==> config.mk <==
export PLATFORM = sky130hd
export DESIGN_NAME = auto_nav_controller
export DESIGN_NICKNAME = d
export VERILOG_FILES = /design/src/rtl/auto_nav_controller.sv
export SDC_FILE = /design/constraint.sdc
export NUM_CORES = 1
export LEC_CHECK = 0
export CAP_MARGIN = 40
export CORE_MARGIN = 5
export CORE_UTILIZATION = 50
export DETAILED_ROUTE_END_ITERATION = 7
export GPL_TIMING_DRIVEN = 0
export PLACE_DENSITY = 0.8
export SLEW_MARGIN = 40
export SYNTH_ARGS = -nofsm -noshare
export SYNTH_HDL_FRONTEND = slang
export SYNTH_SLANG_ARGS = --single-unit
==> constraint.sdc <==
create_clock -name clk_ms -period 3.6 [get_ports clk_ms]
set_clock_uncertainty 0.2 [all_clocks]
set_input_delay 1.08 -clock clk_ms [delete_from_list [all_inputs] [get_ports clk_ms]]
set_output_delay 1.08 -clock clk_ms [all_outputs]
set_load 0.005 [all_outputs]
==> src/rtl/auto_nav_controller.sv <==
// Autonomous navigation FSM: drives forward, debounces the front detector and
// requests left/right turns (or a two-turn U-turn) from the turn executor.
module auto_nav_controller #(
  parameter int CNT_W           = 12,
  parameter int DEBOUNCE_MS     = 20,
  parameter int SETTLE_MS       = 200,
  parameter int TURN_TIMEOUT_MS = 1500,
  parameter int PREFER_RIGHT    = 0
) (
  input  logic       clk_ms,
  input  logic       rst,
  input  logic       auto_enable,
  input  logic       det_front,
  input  logic       det_left,
  input  logic       det_right,
  input  logic       finish_turning,
  output logic [3:0] state,
  output logic       left_right,
  output logic       move_forward,
  output logic       fault
);

  typedef enum logic [3:0] {
    IDLE    = 4'b0000,
    FORWARD = 4'b0100,
    DECIDE  = 4'b0101,
    SETTLE  = 4'b0110,
    TURN    = 4'b0111,
    STOP    = 4'b1001
  } nav_state_t;

  localparam logic [CNT_W-1:0] CNT_ONE     = CNT_W'(1);
  localparam logic [CNT_W-1:0] DEB_LAST    = CNT_W'(DEBOUNCE_MS - 1);
  localparam logic [CNT_W-1:0] SETTLE_LAST = CNT_W'(SETTLE_MS - 1);
  localparam logic [CNT_W-1:0] TURN_LAST   = CNT_W'(TURN_TIMEOUT_MS - 1);
  localparam logic             PREF_DIR    = (PREFER_RIGHT != 0);

  nav_state_t       cur_state;
  logic [CNT_W-1:0] cnt;
  logic [1:0]       turns_rem;
  logic             pref_blocked;
  logic             other_blocked;

  assign state         = cur_state;
  assign pref_blocked  = PREF_DIR ? det_right : det_left;
  assign other_blocked = PREF_DIR ? det_left  : det_right;

  // Every output is updated together with the state it belongs to, so the
  // executor never sees a state/direction pair from two different cycles.
  always_ff @(posedge clk_ms) begin
    if (rst || !auto_enable) begin
      cur_state    <= IDLE;
      cnt          <= '0;
      turns_rem    <= 2'd0;
      left_right   <= 1'b0;
      move_forward <= 1'b0;
      fault        <= 1'b0;
    end else begin
      case (cur_state)
        IDLE: begin
          cur_state    <= FORWARD;
          cnt          <= '0;
          left_right   <= 1'b0;
          move_forward <= 1'b1;
          fault        <= 1'b0;
        end

        FORWARD: begin
          if (!det_front) begin
            cnt <= '0;
          end else if (cnt == DEB_LAST) begin
            cnt          <= '0;
            cur_state    <= DECIDE;
            move_forward <= 1'b0;
          end else begin
            cnt <= cnt + CNT_ONE;
          end
        end

        // Both sides blocked means a dead end: two turns the same way.
        DECIDE: begin
          cnt       <= '0;
          cur_state <= TURN;
          if (!pref_blocked) begin
            left_right <= PREF_DIR;
            turns_rem  <= 2'd1;
          end else if (!other_blocked) begin
            left_right <= ~PREF_DIR;
            turns_rem  <= 2'd1;
          end else begin
            left_right <= PREF_DIR;
            turns_rem  <= 2'd2;
          end
        end

        TURN: begin
          if (finish_turning) begin
            turns_rem <= turns_rem - 2'd1;
            cnt       <= '0;
            cur_state <= SETTLE;
          end else if (cnt == TURN_LAST) begin
            cnt       <= '0;
            cur_state <= STOP;
            fault     <= 1'b1;
          end else begin
            cnt <= cnt + CNT_ONE;
          end
        end

        SETTLE: begin
          if (cnt == SETTLE_LAST) begin
            cnt <= '0;
            if (turns_rem != 2'd0) begin
              cur_state <= TURN;
            end else begin
              cur_state    <= FORWARD;
              move_forward <= 1'b1;
            end
          end else begin
            cnt <= cnt + CNT_ONE;
          end
        end

        STOP: begin
          move_forward <= 1'b0;
          fault        <= 1'b1;
        end

        default: begin
          cur_state    <= IDLE;
          cnt          <= '0;
          turns_rem    <= 2'd0;
          left_right   <= 1'b0;
          move_forward <= 1'b0;
          fault        <= 1'b0;
        end
      endcase
    end
  end

endmodule
* Word-level counts from Yosys, hierarchy flattened
Index checks and enable logic that the tools add are counted. Widths: inputs -> output; s select.
Cells by class: add/sub/neg operators 2, eq/ne operators 16, multiplexer cells 28, bitwise gates (word level) 4, reductions and logical operators 12
Operators by type and width (number):
- $mux 12 | 5
- $pmux 12 s4 | 1
- $pmux 4 s6 | 1
- $mux 4 | 5
- $eq 4x3->1 const B | 4
- $ne 2x2->1 const B | 7
- $add 12x1->12 const B | 1
- $eq 12x11->1 const B | 1
- $eq 12x5->1 const B | 1
- $eq 12x8->1 const B | 1
- $reduce_and 5->1 | 2
- $mux 1 | 8
- $mux 2 | 4
- $reduce_or 4->1 | 2
- $pmux 2 s3 | 1
- $eq 4x4->1 const B | 1
- $logic_not 4->1 | 1
- $not 1->1 | 4
- $pmux 1 s4 | 1
- $ne 3x3->1 const B | 1
- $pmux 1 s3 | 1
- $reduce_and 3->1 | 1
- $reduce_or 3->1 | 1
- $pmux 1 s2 | 1
- other kinds (6) | 6
Storage, ports and cells: bits in registers 21, input bits 7, output and inout bits 7, word-level logic and storage cells 68

* Logic depth before layout (Yosys ltp)
word-level depth 4, depth in mapped cells 7

* Least setup slack after synthesis
No wires, ideal clock.
path type input-to-reg, start input finish_turning, end register cnt[1], library setup time 62 ps, arrival 2399 ps, data required time 3338 ps, setup slack 939 ps, cell stages on the path 5, path buffers 1, cell sequence nand2b_1 > nor4_1 > or3_1 > buf_2 > a32o_1
On the way: word-level cells in the longest chain between the ends 2
Ends and longest elaborated chain:
- start: declaration | RTL line 16 | input logic finish_turning,
- $mux 12 | RTL line 97 | if (finish_turning) begin
- $pmux 12 s4 | RTL line 59 | case (cur_state)
- end signal: assignment | RTL line 76 | cnt <= cnt + CNT_ONE;
- end signal: assignment | RTL line 106 | cnt <= cnt + CNT_ONE;
- end signal: assignment | RTL line 120 | cnt <= cnt + CNT_ONE;
- end: declaration | RTL line 39 | logic [CNT_W-1:0] cnt;
Every way passes these cells. A chain may end at the register's enable or synchronous reset.

* Worst setup path after layout
start input finish_turning, end register cnt[7]
Same word-level chain as after synthesis.

==> results.md <==
- Max Cap Viol: 0
- EDFF count, synth: 0
- WL met1: approximately 1500 um
- Worst rel slew slack: roughly half
- Post-Syn Area: 0.001314 sq mm
- Die X: 61.26 um
- Global-route wire length before repair: around 5900 um
- Core area: between 0.002 and 0.0025 sq mm
- Slew Viols, Final: 0
- Crit-path cells: clkdlybuf4s50_1, nand2b_1, nor4_2, or3_1, buf_2, a32o_1
- Status: finished clean
- Die area: 0.003753 sq mm
- Initial detailed-routing violation count: 138
- Root Driver: clkbuf_4
- Crit path largest cell delay: 700 ps
- Worst skew pair latency: around 320 ps
- Setup TNS: 0 ps
- Sink Count: 21
- Synth cell count leaders: 21 x dfxtp_1, 15 x nor2_1, 13 x a21oi_1
- Arrival time at the worst endpoint: a little under 3000 ps
- Crit. End Element: flop
- Resized Gates After CTS: 0
- Share of layout cells above drive strength 1: 8.889%
- Synth warn: 0
- Hold Crit Class: flop to flop
- Synth cell types: between 40 and 50
- Final WL: 3493 um
- Initial antenna violation count: 0
- Minimum clock period: around 2900 ps
- PwrDens: around 260 mW/mm^2
- Post-synth top area share: around a third
- Tightest Pin Transition: 766.8 ps
- Startpoint types: primary input
- Ys async rst share: 0%
- Post-DRT Antenna Nets: 0
- Synth top area cells: dfxtp_1 32%, a21oi_1 5.0%, a32o_1 4.6%, nor2_1 4.3%, nand3_1 3.8%
- Ys flop type: dfxtp_1
- RSZ-0062 raised after global routing: false
- Remaining Overflow, GRT: 0
- Syn Inst Count: about 160
- Met3 WL: slightly above 300 um
- Top Metal Used: met4
- WL/cell: 16.63 um
- Metal2 WL: 1630 um
- Worst-path maximum fanout: 8
- Cell leakage power: approximately 0.52 nW
- Initial core utilization: between 50% and 60%
- Placer Congestion: about 0.92
- GRT Resource Usage Total: between 20% and 30%
- Crit path max-delay cell type: nor4_2
- Final layout net count: 190
- Yosys reg bits: 21
- Height of the die: 61.26 um
- Pre-antenna DRT Iters: 4
- Setup repair bufs after CTS: 0
- Hold_buf cts: 0
- Ports: 14
- Clock buffer depth: 2
- CTS H-tree lvls: 1
- Clock transition at path regs: approximately 130 ps
- Vias in the first global route: 1,304
- Setup slack after layout: between 600 and 700 ps
- Vias post-DR: about 1,300
- Syn nets: ~170
- Num rows: 18
- Area growth from synthesis to layout: 16.57%
- CTS buffer count: 3
- Largest net degree at the start of global routing: 12
- Post-synthesis sequential area ratio: 32.00%
- Peak VDD IR: about 0.16 mV
- Avg Inst Size Synth: 8.060 sq um
- Period utilization: 80.67%
- PortBufs: 13
- Diodes inserted: 0
- CTS tree: done
- Count leader, synth: dfxtp_1
- CP Class: primary input to flop
- DRC viols: 0
- Final Setup Violations: 0
- Fin. Hold Viols: 0
- Fmax: around 340 MHz
- WP data required: 3670 ps
- Vias per inst: between 6 and 7
- DP Worst Slack: 419.1 ps
- Post-synth top area cell: dfxtp_1
- Post-DP HPWL: approximately 2500 um
==> where the power goes <==
part / total [mW] / leakage, nW / internal [mW] / switching [mW]
logic: 0.0337 / 0.335 / 0.0157 / 0.0179
clock network: 0.124 / 0.0150 / 0.0434 / 0.0805
registers: 0.237 / 0.170 / 0.234 / 0.00280
==> routing by layer <==
metal / vias up / GRT usage (%)
met5: - / 0
met3: 7 / 2.725
met2: 76 / 33.84
met1: 624 / 27.09
li1: 642 / -
met4: 0 / 10.53
==> logic make-up (layout without fill, tap and decap cells) <==
kind of cell | Yosys count | count (layout) | share of synthesized area [%]
simple gates | 72 | 72 | 31.24
compound gates | 45 | 45 | 24.67
flops | 21 | 21 | 32.00
buf+inv | 16 | 33 | 5.428
xor+xnor | 6 | 6 | 4.000
fa+ha+maj | 2 | 2 | 1.904
mux | 1 | 1 | 0.7619
==> final cells by class <==
| class | instances | area [sq um] |
|---|---|---|
| well taps | 30 | 37.54 |
| clock buffers | 4 | 26.28 |
| flip-flops and latches | 21 | 420.4 |
| plain buffers | 11 | 52.55 |
| inverters | 5 | 18.77 |
| fillers | 226 | 968.4 |
| multi-input cells | 126 | 845.8 |
| repair buffers | 13 | 130.1 |
==> through the flow <==
| step | total power [mW] | cells | util [%] | area, sq um | hold slack [ps] |
|---|---|---|---|---|---|
| finish | 0.3946 | 210 | 61.26 | 1531 | 297.6 |
| global route | 0.4061 | 210 | 61.26 | 1531 | 315.4 |
| CTS | 0.3921 | 210 | 60.76 | 1519 | 295.9 |
| detailed placement | 0.2749 | 206 | 59.71 | 1493 | 278.1 |
| global placement | 0.2735 | 206 | 59.26 | 1481 | 267.5 |
| floorplan | 0.2587 | 163 | - | 1314 | 254.6 |
==> flip-flops by register name, summed over array words and instances, names as in the netlist <==
register      cells
cnt              12
state             4
turns_rem         2
fault             1
left_right        1
move_forward      1
==> critical path: cells and delay by family <==
| family | cells | cell delay [ps] |
|---|---|---|
| and+or+nand+nor | 3 | 1090 |
| buffers and inverters | 2 | 600 |
| AOI/OAI and AO/OA | 1 | 190 |
==> path summary, 6_finish.rpt <==
| path | startpoint | to | slack [ps] | depth (start not counted) |
|---|---|---|---|---|
| hold / removal | turns_rem[1] | turns_rem[1] | 300 | 2 |
| hold reg to reg | turns_rem[1] | turns_rem[1] | 300 | 2 |
| setup reg to reg | state[0] | cnt[11] | 960 | 7 |
| setup / recovery | finish_turning | cnt[7] | 700 | 6 |
==> placed cells by master, fill, tap and decap left out, types with 3 or more instances in the layout <==
cell type | netlist | layout
buf_2 | 3 | 3
nand4_1 | 5 | 5
a21oi_1 | 13 | 13
nor2_1 | 15 | 15
nand2_1 | 11 | 11
nand2b_1 | 5 | 5
xor2_1 | 4 | 4
a32o_1 | 6 | 6
nand3_1 | 10 | 10
clkbuf_4 | 0 | 3
nor3_1 | 4 | 4
o21ai_0 | 5 | 5
nor2b_1 | 4 | 4
dfxtp_1 | 21 | 21
clkbuf_1 | 7 | 8
inv_1 | 4 | 4
clkdlybuf4s50_1 | 0 | 13
Power figures use the tool's default switching activity.
